===== src/rtl/xbee_pkg.sv =====
// xbee_pkg: definitions shared by the XBee UART transmitter and receiver.
// Optional build macro: XBEE_UART_TX_PARITY_EN adds the even-parity bit state.
package xbee_pkg;

  // Payload width of one serial character.
  localparam int DATA_BITS       = 8;

  // Bit period in clk cycles: 9600 baud from a 50 MHz clock.
  localparam int DEFAULT_CLK_DIV = 5208;

  // Width of the bit-period counter. It covers the full legal CLK_DIV range.
  localparam int BAUD_CNT_W      = 16;

`ifdef XBEE_UART_TX_PARITY_EN
  // The frame walks IDLE -> START -> DATA -> PARITY -> STOP -> IDLE.
  typedef enum logic [2:0] {
    ST_IDLE   = 3'd0,
    ST_START  = 3'd1,
    ST_DATA   = 3'd2,
    ST_PARITY = 3'd3,
    ST_STOP   = 3'd4
  } xbee_state_e;

  // Even parity: the parity bit makes the total count of ones even.
  function automatic logic even_parity(input logic [DATA_BITS-1:0] d);
    return ^d;
  endfunction
`else
  // The frame walks IDLE -> START -> DATA -> STOP -> IDLE (8N1 / 8N2).
  typedef enum logic [1:0] {
    ST_IDLE  = 2'd0,
    ST_START = 2'd1,
    ST_DATA  = 2'd2,
    ST_STOP  = 2'd3
  } xbee_state_e;
`endif

endpackage


===== src/rtl/xbee_baud_gen.sv =====
// xbee_baud_gen: bit-period timer for the XBee UART.
// bit_end pulses for one clk at the last cycle of every CLK_DIV-cycle period.
// restart forces the count back to zero, so the next period starts on the
// following cycle and lasts exactly CLK_DIV cycles.
module xbee_baud_gen
  import xbee_pkg::*;
#(
  parameter int CLK_DIV = DEFAULT_CLK_DIV
) (
  input  logic clk,
  input  logic rst_n,
  input  logic restart,
  output logic bit_end
);

  localparam logic [BAUD_CNT_W-1:0] LAST = BAUD_CNT_W'(CLK_DIV - 1);

  logic [BAUD_CNT_W-1:0] cnt;

  // The strobe marks the final cycle of a period. It is masked while the
  // timer is held in restart so a stale count never ends a bit early.
  assign bit_end = (cnt == LAST) && !restart;

  // The period counter wraps at CLK_DIV-1 and is cleared by restart.
  always_ff @(posedge clk or negedge rst_n) begin
    if (!rst_n) begin
      cnt <= '0;
    end else if (restart || (cnt == LAST)) begin
      cnt <= '0;
    end else begin
      cnt <= cnt + BAUD_CNT_W'(1);
    end
  end

endmodule


===== src/rtl/xbee_uart_tx.sv =====
// xbee_uart_tx: UART transmitter feeding the XBee DIN pin.
// A one-byte holding register sits in front of an 8-bit shift register, so
// the next byte can be queued while the current frame is on the line.
// The frame is a start bit, 8 data bits sent LSB first, an optional even-parity
// bit, and STOP_BITS stop bits. Each bit lasts CLK_DIV clk cycles.
// Optional build macro: XBEE_UART_TX_PARITY_EN inserts the parity bit.
module xbee_uart_tx
  import xbee_pkg::*;
#(
  parameter int CLK_DIV   = DEFAULT_CLK_DIV,
  parameter int STOP_BITS = 1
) (
  input  logic       clk,
  input  logic       rst_n,
  input  logic [7:0] Din,
  input  logic       Send,
  output logic       Ready,
  output logic       Busy,
  output logic       Done,
  output logic       Tx
);

  // The stop-bit counter is one bit wide. The last stop bit is reached when
  // it equals this value (0 for one stop bit, 1 for two).
  localparam logic STOP_LAST = 1'(STOP_BITS - 1);

  xbee_state_e           state, state_nxt;

  logic [DATA_BITS-1:0]  hold_q;
  logic                  hold_full;
  logic [DATA_BITS-1:0]  shift_q;
  logic [2:0]            bit_idx;
  logic                  stop_cnt;
  logic                  done_q;
  logic                  bit_end;
  logic                  baud_restart;
  logic                  load;
  logic                  data_last;
  logic                  stop_end;
`ifdef XBEE_UART_TX_PARITY_EN
  logic                  par_q;
`endif

  // Frame start: in IDLE with a byte waiting, the byte moves into the shifter.
  assign load      = (state == ST_IDLE) && hold_full;

  // The last data bit ends when the 3-bit index is about to wrap 7 -> 0.
  assign data_last = (state == ST_DATA) && bit_end && (bit_idx == 3'd7);

  // The last stop bit ends here. Done fires and the FSM returns to IDLE.
  assign stop_end  = (state == ST_STOP) && bit_end && (stop_cnt == STOP_LAST);

  // The timer is held in restart throughout IDLE. The START edge therefore
  // begins a fresh period of exactly CLK_DIV cycles.
  assign baud_restart = (state == ST_IDLE);

  xbee_baud_gen #(
    .CLK_DIV (CLK_DIV)
  ) u_baud (
    .clk     (clk),
    .rst_n   (rst_n),
    .restart (baud_restart),
    .bit_end (bit_end)
  );

  // State register.
  always_ff @(posedge clk or negedge rst_n) begin
    if (!rst_n) state <= ST_IDLE;
    else        state <= state_nxt;
  end

  // Next-state logic. Every non-IDLE state advances on the bit-end strobe.
  always_comb begin
    state_nxt = state;
    case (state)
      ST_IDLE:   if (hold_full) state_nxt = ST_START;
      ST_START:  if (bit_end)   state_nxt = ST_DATA;
`ifdef XBEE_UART_TX_PARITY_EN
      ST_DATA:   if (data_last) state_nxt = ST_PARITY;
      ST_PARITY: if (bit_end)   state_nxt = ST_STOP;
`else
      ST_DATA:   if (data_last) state_nxt = ST_STOP;
`endif
      ST_STOP:   if (stop_end)  state_nxt = ST_IDLE;
      default:                  state_nxt = ST_IDLE;
    endcase
  end

  // Line and status outputs, decoded from the state. Reset forces the line
  // high at once because it drives the state to IDLE asynchronously.
  always_comb begin
    Tx   = 1'b1;
    Busy = (state != ST_IDLE);
    case (state)
      ST_START:  Tx = 1'b0;
      ST_DATA:   Tx = shift_q[0];
`ifdef XBEE_UART_TX_PARITY_EN
      ST_PARITY: Tx = par_q;
`endif
      default:   Tx = 1'b1;
    endcase
  end

  assign Ready = !hold_full;
  assign Done  = done_q;

  // Holding register. A byte is accepted only while the register is empty.
  // The register empties only when load fires, which needs it full, so an
  // accept and an unload can never fall on the same edge.
  always_ff @(posedge clk or negedge rst_n) begin
    if (!rst_n) begin
      hold_q    <= '0;
      hold_full <= 1'b0;
    end else if (load) begin
      hold_full <= 1'b0;
    end else if (Send && !hold_full) begin
      hold_q    <= Din;
      hold_full <= 1'b1;
    end
  end

  // Shift register and bit counters. Both restart at frame start. Data goes
  // out LSB first by shifting right at the end of each data bit.
  always_ff @(posedge clk or negedge rst_n) begin
    if (!rst_n) begin
      shift_q  <= '0;
      bit_idx  <= '0;
      stop_cnt <= 1'b0;
    end else if (load) begin
      shift_q  <= hold_q;
      bit_idx  <= '0;
      stop_cnt <= 1'b0;
    end else if ((state == ST_DATA) && bit_end) begin
      shift_q  <= shift_q >> 1;
      bit_idx  <= bit_idx + 3'd1;
    end else if ((state == ST_STOP) && bit_end) begin
      stop_cnt <= stop_cnt + 1'b1;
    end
  end

`ifdef XBEE_UART_TX_PARITY_EN
  // Parity is taken from the byte as it is loaded, because the shifter
  // no longer holds the whole byte by the time the parity bit goes out.
  always_ff @(posedge clk or negedge rst_n) begin
    if (!rst_n)    par_q <= 1'b0;
    else if (load) par_q <= even_parity(hold_q);
  end
`endif

  // Done is a registered one-cycle pulse. It is set on the edge that
  // returns the FSM to IDLE.
  always_ff @(posedge clk or negedge rst_n) begin
    if (!rst_n) done_q <= 1'b0;
    else        done_q <= stop_end;
  end

endmodule

===== config.mk =====
export PLATFORM = sky130hd
export DESIGN_NAME = xbee_uart_tx
export DESIGN_NICKNAME = d
export VERILOG_FILES = /design/src/rtl/xbee_pkg.sv /design/src/rtl/xbee_baud_gen.sv /design/src/rtl/xbee_uart_tx.sv
export SDC_FILE = /design/constraint.sdc
export NUM_CORES = 1
export LEC_CHECK = 0
export ABC_CLOCK_PERIOD_IN_PS = 2700
export CORE_MARGIN = 2
export CORE_UTILIZATION = 55
export DETAILED_ROUTE_END_ITERATION = 10
export PLACE_DENSITY_LB_ADDON = 0.05
export SLEW_MARGIN = 20
export SYNTH_ARGS = -nofsm -noshare
export SYNTH_HDL_FRONTEND = slang
export SYNTH_SLANG_ARGS = --single-unit

===== constraint.sdc =====
create_clock -name clk -period 2.7 [get_ports clk]
set_clock_uncertainty 0.15 [all_clocks]
set_input_delay 0.27 -clock clk [delete_from_list [all_inputs] [get_ports clk]]
set_output_delay 0.27 -clock clk [all_outputs]
set_load 0.005 [all_outputs]

=== Word-level counts from Yosys, hierarchy flattened ===
Index checks and enable logic that the tools add are counted.

* Flip-flop bits (word level): 40
* Logic and storage cells: 57

* Muxes and demuxes: 16
* Bitwise logic cells: 2
* Reduce and logical (&&, ||, !) cells: 18
* Equal/unequal tests: 10
* Add/sub/neg operators: 3

{| class="wikitable"
|+ Operator list
! cell !! count
|-
| $add 16x1->16 const B || 1
|-
| $eq 16x13->1 const B || 1
|-
| $mux 16 || 1
|-
| $mux 8 || 2
|-
| $ne 2x2->1 const B || 5
|-
| $mux 2 || 4
|-
| $pmux 2 s4 || 1
|-
| $reduce_bool 2->1 || 4
|-
| $logic_and 1x1->1 || 7
|-
| $mux 3 || 2
|-
| $mux 1 || 5
|-
| $eq 2x2->1 const B || 2
|-
| $reduce_and 2->1 || 2
|-
| $reduce_and 4->1 || 1
|-
| $add 3x1->3 const B || 1
|-
| $eq 3x3->1 const B || 1
|-
| $eq 2x1->1 const B || 1
|-
| $logic_not 1->1 || 2
|-
| $logic_not 2->1 || 1
|-
| $not 1->1 || 2
|-
| $pmux 1 s2 || 1
|-
| $add 1x1->1 const B || 1
|-
| $logic_or 1x1->1 || 1
|}

=== Longest topological paths before layout ===
Gate-level depths: netlist (run 1).

* Depth after elaboration: 7
* Gate-level depth with buffers: 7
* Depth with buffers taken out: 6

=== By module ===
Synthesis (run 1) repeated with hierarchy kept, for this count alone.

* Cell total of the unflattened synthesis: 184
* Area total of the unflattened synthesis: 1941.9 µm²

{| class="wikitable"
|+ By module, submodules not included
! module !! area each (µm²) !! cells an instance !! instances !! sequential area each (µm²)
|-
| xbee_uart_tx || 1123.6 || 100 || 1 || 600.6
|-
| xbee_baud_gen || 818.3 || 84 || 1 || 400.4
|}

=== Worst setup path after synthesis (run 1) ===
OpenSTA, ideal clock, no wires.

* Path kind: register to register
* From: register u_baud.cnt[0]
* To: register state[1]
* Path buffers: 0
* Cell stages (with the launch flop): 6
* Path slack: 0.801 ns
* Data arrival time: 1.621 ns
* Cells stage by stage: dfrtp_1 -> ha_1 -> nor4b_2 -> nand4_1 -> o32ai_2 -> mux2_1

* Cells in the longest elaborated chain, start to end: 6
* Elaborated cells between the ends (all ways): 10

{| class="wikitable"
|+ RTL lines
! element !! line !! RTL
|-
| from (decl) || xbee_baud_gen.sv:18 || <nowiki>logic [BAUD_CNT_W-1:0] cnt;</nowiki>
|-
| from (signal assigned) || xbee_baud_gen.sv:31 || <nowiki>cnt <= cnt + BAUD_CNT_W'(1);</nowiki>
|-
| $eq 16x13->1 * || xbee_baud_gen.sv:22 || <nowiki>assign bit_end = (cnt == LAST) && !restart;</nowiki>
|-
| $logic_and 1x1->1 * || xbee_baud_gen.sv:22 ||
|-
| $logic_and 1x1->1 (on tied branches) (2 in a row) || xbee_uart_tx.sv:51, xbee_uart_tx.sv:48 ||
|-
| $ne 2x2->1 (no source line) || - ||
|-
| $reduce_and 4->1 (no source line) * || - ||
|-
| to (signal assigned) || xbee_uart_tx.sv:69 || <nowiki>else state <= state_nxt;</nowiki>
|-
| to (decl) || xbee_uart_tx.sv:27 || <nowiki>xbee_state_e state, state_nxt;</nowiki>
|}

Every way passes the cells marked *; elsewhere a longest branch is shown, timed or not.
A chain may end at the register's enable or synchronous reset.

=== Final worst setup path (run 1) ===
* From: register state[0]
* To: output Tx

* Cells in the longest elaborated chain, start to end: 2
* Elaborated cells between the ends (all ways): 3

{| class="wikitable"
|+ RTL lines
! element !! line !! RTL
|-
| $eq 2x2->1 or $eq 2x1->1 (tied branches) || xbee_uart_tx.sv:94 || <nowiki>case (state)</nowiki>
|-
| $pmux 1 s2 * || xbee_uart_tx.sv:94 ||
|-
| to (decl) || xbee_uart_tx.sv:20 || <nowiki>output logic Tx</nowiki>
|}

Marks and branches as above.

==> flow_metrics.env, run 1 <==
export IMPL_outcome="finished clean"
export IMPL_grt_pass1_vias=1544
export IMPL_fin_setup_tns_ns=0
export IMPL_end_kind="primary output"
export IMPL_hold_class="flop to flop"
export IMPL_setup_viol=0
export IMPL_wl_met2_um=2120
export IMPL_nNetsFinal=230
export IMPL_rsz0062_at_grt="no"
export IMPL_timing_slew_headroom_pct=42.0
export IMPL_ys_seq_area_share_pct=49.1
export IMPL_worst_slew_pin_slew_ns=0.870
export IMPL_drt_wl_total_um=3910
export IMPL_diodes=0
export IMPL_top_layer_used="met4"
export IMPL_post_place_ws_ns=0.536
export IMPL_fp_dieH_um=64.9
export IMPL_drtIter0Drc=61
export IMPL_slew_viol_final=0
export IMPL_power_density_nw_per_um2=947
export IMPL_grt_pass1_wl_um=6910
export IMPL_hpwl_um=2740
export IMPL_yosys_area_share_adder_pct=4.91
export IMPL_path_max_fanout=13
export IMPL_setup_slack_ns=0.289
export IMPL_hold_viol_final=0
export IMPL_place_congestion=0.783
export IMPL_via_per_inst=5.61
export IMPL_synth_edf_count=0
export IMPL_grt_usage_pct=21.9
export IMPL_crit_type="flop to primary output"
export IMPL_floorplan_initialDensity_pct=56.5
export IMPL_cts_tree="built"
export IMPL_first_pass_iters=4
export IMPL_maxCapViolCount=0
export IMPL_htree_levels=2
export IMPL_fp_dieW_um=64.9
export IMPL_synth_xor_area_share_pct=6.02
export IMPL_grt_antenna_before_repair=0
export IMPL_top_level_ports=15
export IMPL_synth_compound_area_share_pct=10.7
export IMPL_ir_drop_mv=0.504
export IMPL_io_buffers=14
export IMPL_route_met3_wl_um=113
export IMPL_cp_arrival_ns=1.99
export IMPL_fp_dieArea_um2=4210
export IMPL_finalCritPeriodShare_pct=89.3
export IMPL_required_ns=2.28
export IMPL_gr_total_overflow=0
export IMPL_grt_max_degree=41
export IMPL_core_area_um2=3610
export IMPL_synth_main_ff_cell="dfrtp_1"
export IMPL_drive_above_1_share_pct=11.8
export IMPL_ant_nets=0
export IMPL_met1_length_um=1610
export IMPL_area_growth_pct=14.1
export IMPL_ys_seq_elements=40
export IMPL_synth_simple_area_share_pct=18.3
export IMPL_fmax_ghz=0.415
export IMPL_synthArstFlopShare_pct=100
export IMPL_ys_types=36
export IMPL_cts_sinks=40
export IMPL_synth_top_family_by_area="simple AND/OR/NAND/NOR gates"
export IMPL_start_kind="flop"
export IMPL_synth_mux_area_share_pct=6.94
export IMPL_vias=1459
export IMPL_avgSynthCellArea_um2=10.4
export IMPL_numCtsBuffers=5
export IMPL_wire_per_inst_um=15.0
export IMPL_clk_latency_ns=0.29
export IMPL_syn_area_um2=2040
export IMPL_postCtsSetupRepairBufs=0
export IMPL_clk_pin_slew_ns=0.08
export IMPL_synthesis_nets=214
export IMPL_drc=0
export IMPL_cts_root_buf="clkbuf_8"
export IMPL_ys_warn_count=0
export IMPL_finalCriticalPeriod_ns=2.41
export IMPL_synthCells=195
export IMPL_clockBufferDepth=2
export IMPL_p_leak_nw=0.969
export IMPL_std_cell_rows=22
worst paths after layout:
check	from	end	cells after the start	slack (ns)
worst min register to register	bit_idx[0]	bit_idx[0]	1	0.34
max in group asynchronous	rst_n	u_baud.cnt[10]	2	1.38
worst max register to register	state[0]	state[1]	6	0.43
worst min-delay path	bit_idx[0]	bit_idx[0]	1	0.34
worst max-delay path	state[0]	Tx	5	0.29
min in group asynchronous	rst_n	state[0]	2	0.48
per-layer routing:
| metal | global-route usage (%) | up-vias |
|---|---|---|
| met5 | 0 | - |
| met4 | 7.98 | 0 |
| met3 | 5.21 | 9 |
| met2 | 42.1 | 21 |
| met1 | 22.6 | 716 |
| li1 | - | 713 |
flip-flops by register name (all words and copies together) (netlist names):
signal      flops
state           2
bit_idx         3
shift_q         8
u_baud.cnt     16
stop_cnt        1
hold_q          8
hold_full       1
Done            1
cell families after synthesis:
family          count (synthesis)
compound gates                 28
xor+xnor                       14
fa+ha+maj                       8
buf+inv                        18
flops                          40
mux                            13
simple gates                   74
area by class of cell:
type                            instances  area (um2)
Multi-Input combinational cell        137         955
Sequential cell                        40        1000
Tap cell                               48        60.1
Clock inverter                          3        42.5
Inverter                               10        37.5
Timing Repair Buffer                   17         160
Clock buffer                            5        68.8
Fill cell                             310        1280
stage by stage:
step           util [%]  cell area, um2  total power [mW]  hold WS [ns]  std cells
6_report           64.5            2320              2.20         0.342        260
5_1_grt            64.5            2320              2.36         0.379        260
2_1_floorplan         -            2040              1.48        -0.176        195
3_5_place_dp       61.1            2200              1.72         0.287        251
3_3_place_gp       61.1            2200              1.68         0.273        251
4_1_cts            64.5            2320              2.22         0.346        260
layout by cell type, fill, tap and decap left out, drive strengths merged, types with 8 or more instances in the layout:
| master | n |
|---|---|
| clkdlybuf4s50 | 13 |
| nor2 | 30 |
| dfrtp | 40 |
| ha | 8 |
| nand2 | 16 |
| xnor2 | 10 |
| mux2 | 9 |
| inv | 10 |
power by group:
part / leakage, nW / internal [mW] / switching (mW) / total, mW
Combinational: 0.408 / 0.354 / 0.452 / 0.806
Sequential: 0.507 / 0.776 / 0.141 / 0.917
Clock: 0.0541 / 0.273 / 0.206 / 0.479
Total: 0.969 / 1.40 / 0.799 / 2.20
Yosys cell counts, types with 2 or more instances:
| cell | number | area (um2) |
|---|---|---|
| mux2_2 | 8 | 90.1 |
| nor4_1 | 5 | 31.3 |
| xnor2_1 | 10 | 87.6 |
| clkbuf_1 | 3 | 11.3 |
| nand2_1 | 16 | 60.1 |
| nor4b_2 | 2 | 30.0 |
| mux2i_1 | 4 | 40.0 |
| nand4_1 | 6 | 37.5 |
| nor2_1 | 29 | 109 |
| ha_1 | 8 | 100 |
| nand3_1 | 6 | 30.0 |
| buf_2 | 2 | 10.0 |
| a21oi_1 | 7 | 35.0 |
| xor2_1 | 4 | 35.0 |
| nor3_1 | 3 | 15.0 |
| inv_1 | 10 | 37.5 |
| o21ai_0 | 2 | 10.0 |
| dfrtp_1 | 40 | 1000 |
| o31a_1 | 7 | 61.3 |
| o31ai_1 | 7 | 52.6 |
repair_timing:
action / CTS / global route
gates resized for setup: 0 / 0
endpoints found under the setup margin: 0 / 0
hold buffers: 1 / 0
endpoints found under the hold margin: 40 / 0
critical path, stage by stage, from the launching register on:
cell and delay [ns]:
dfrtp_1 0.41, inv_1 0.13, ha_1 0.44, nor2_1 0.11, a21o_1 0.17, clkdlybuf4s50_1 0.44
Note: power is estimated with default switching activity, not from simulation.
==> inputs of run 2 (changes only) <==
--- a/config.mk
+++ b/config.mk
@@ -6,10 +6,11 @@
 export NUM_CORES = 1
 export LEC_CHECK = 0
 export ABC_CLOCK_PERIOD_IN_PS = 2700
-export CORE_MARGIN = 2
+export CORE_MARGIN = 4
 export CORE_UTILIZATION = 55
 export DETAILED_ROUTE_END_ITERATION = 10
 export PLACE_DENSITY_LB_ADDON = 0.05
+export SETUP_SLACK_MARGIN = 0.02
 export SLEW_MARGIN = 20
 export SYNTH_ARGS = -nofsm -noshare
 export SYNTH_HDL_FRONTEND = slang
==> run 2 against run 1 <==
Sequential cell count unchanged. Largest power group unchanged. Worst hold slack better by 0.011 ns. Final cell count down 0.77%. Power down 2.9%. Register-to-register slack better by 0.15 ns. Clock power down 13%. Global-route usage down 3.0 points. Sequential share of layout area up 0.19 points. Maximum frequency up 7.7%. Worst setup slack better by 0.17 ns.
==> flow_metrics.env, run 2 (same netlist as run 1, synthesis figures left out) <==
export IMPL_nNetsFinal=231
export IMPL_cp_num_buf_inv=2
export IMPL_crit_chain="inv_1, ha_1, nor2_1, a21o_1, clkdlybuf4s50_1"
export IMPL_gr_total_overflow=0
export IMPL_required_ns=2.28
export IMPL_cts_root_buf="clkbuf_8"
export IMPL_top_level_ports=15
export IMPL_dp_cells=250
export IMPL_drtIter0Drc=117
export IMPL_largest_register_ff_count=16
export IMPL_setup_viol=0
export IMPL_cts_tree="built"
export IMPL_grt_usage_pct=18.8
export IMPL_ctsResizeCount=0
export IMPL_outcome="finished clean"
export IMPL_drc=0
export IMPL_rsz0062_at_grt="no"
export IMPL_place_congestion=0.824
export IMPL_wire_per_inst_um=14.8
export IMPL_power_density_nw_per_um2=924
export IMPL_ant_nets=0
export IMPL_hpwl_um=2740
export IMPL_fmax_ghz=0.447
export IMPL_start_kind="flop"
export IMPL_finalCriticalPeriod_ns=2.24
export IMPL_path_max_fanout=7
export IMPL_max_stage_delay_ns=0.43
export IMPL_largest_register="u_baud.cnt"
export IMPL_p_leak_nw=0.971
export IMPL_timing_slew_headroom_pct=41.6
export IMPL_core_area_um2=3440
export IMPL_diodes=0
export IMPL_crit_type="flop to primary output"
export IMPL_top_regs="u_baud.cnt (16), hold_q (8), shift_q (8)"
export IMPL_floorplan_initialDensity_pct=59.2
export IMPL_vias=1477
export IMPL_end_kind="primary output"
export IMPL_cp_slowest_cell="clkdlybuf4s50_1"
export IMPL_ir_drop_mv=0.630
export IMPL_fp_dieW_um=68.9
export IMPL_cp_arrival_ns=1.82
export IMPL_io_buffers=14
export IMPL_fp_dieArea_um2=4740
export IMPL_first_pass_iters=4
export IMPL_grt_antenna_before_repair=0
export IMPL_place_area_um2=2210
export IMPL_multi_input_area_um2=955
export IMPL_grt_pass1_vias=1515
export IMPL_final_cell_mix="dfrtp_1, nor2_1, nand2_1"
export IMPL_finalCritPeriodShare_pct=82.9
export IMPL_final_common_cell="dfrtp_1"
export IMPL_fin_cells=258
export IMPL_area_growth_pct=13.6
export IMPL_std_cell_rows=21
export IMPL_clockBufferDepth=2
export IMPL_total_power_mw=2.14
export IMPL_clk_latency_ns=0.28
export IMPL_htree_levels=2
export IMPL_cts_sinks=40
export IMPL_via_per_inst=5.72
export IMPL_hold_viol_final=0
export IMPL_grt_max_degree=41
export IMPL_fin_area_um2=2310
export IMPL_fin_setup_tns_ns=0
export IMPL_worst_slew_pin_slew_ns=0.876
export IMPL_hold_class="flop to flop"
export IMPL_grt_pass1_wl_um=6540
export IMPL_drive_above_1_share_pct=11.8
export IMPL_crit_family="buffers and inverters"
export IMPL_clk_pin_slew_ns=0.07
export IMPL_numCtsBuffers=5
export IMPL_postCtsSetupRepairBufs=0
export IMPL_slew_viol_final=0
export IMPL_drt_wl_total_um=3820
export IMPL_maxCapViolCount=0
export IMPL_layout_area_seq_um2=1000
export IMPL_fillCellCount=273
export IMPL_fp_dieH_um=68.9
-- run 2: cell count changes in the layout (fill, tap and decap cells not counted) --
cell	change
clkinvlp_4	-1
clkinv_2	-1
bufinv_16	-1
clkbuf_8	+2
buf_4	+1
-- run 2: layout make-up --
cell class,instances,share of cell area (%)
clock buffers,7,4.16
flip-flops and latches,40,43.2
repair buffers,18,7.24
well taps,46,2.49
multi-input cells,137,41.2
inverters,10,1.62
-- run 2: worst paths after layout --
| check | start | cells after the start | slack, ns | endpoint |
|---|---|---|---|---|
| max | state[0] | 5 | 0.46 | Tx |
| min | hold_q[7] | 1 | 0.35 | shift_q[7] |
| max reg2reg | u_baud.cnt[0] | 6 | 0.58 | u_baud.cnt[3] |
| min reg2reg | hold_q[7] | 1 | 0.35 | shift_q[7] |
| max in group asynchronous | rst_n | 2 | 1.35 | hold_full |
| min in group asynchronous | rst_n | 2 | 0.49 | Done |
-- run 2: per-stage QoR --
step	worst slack, ns	hold slack [ns]	util (%)
2_1_floorplan	0.801	-0.176	-
3_3_place_gp	0.689	0.274	64.2
3_5_place_dp	0.588	0.284	64.2
4_1_cts	0.455	0.362	67.2
5_1_grt	0.366	0.379	67.2
6_report	0.462	0.354	67.2
-- run 2: power breakdown --
group | switching, mW | leakage [nW] | internal, mW
clock network | 0.188 | 0.0503 | 0.227
registers | 0.143 | 0.507 | 0.777
logic | 0.439 | 0.413 | 0.365
-- run 2: timing repair --
| action | 4_1_cts | 5_1_grt |
|---|---|---|
| endpoints found under the hold margin | 40 | 0 |
| setup endpoints to repair | 0 | 0 |
| hold buffers | 1 | 0 |
-- run 2: layer usage --
metal  vias up  part of all wire, %  track usage (%)
met5         -                    0                0
met4         0                  1.1             8.76
met3         5                  2.6             4.05
met2        20                   53             34.6
met1       744                   43             20.4
li1        708                    -                -
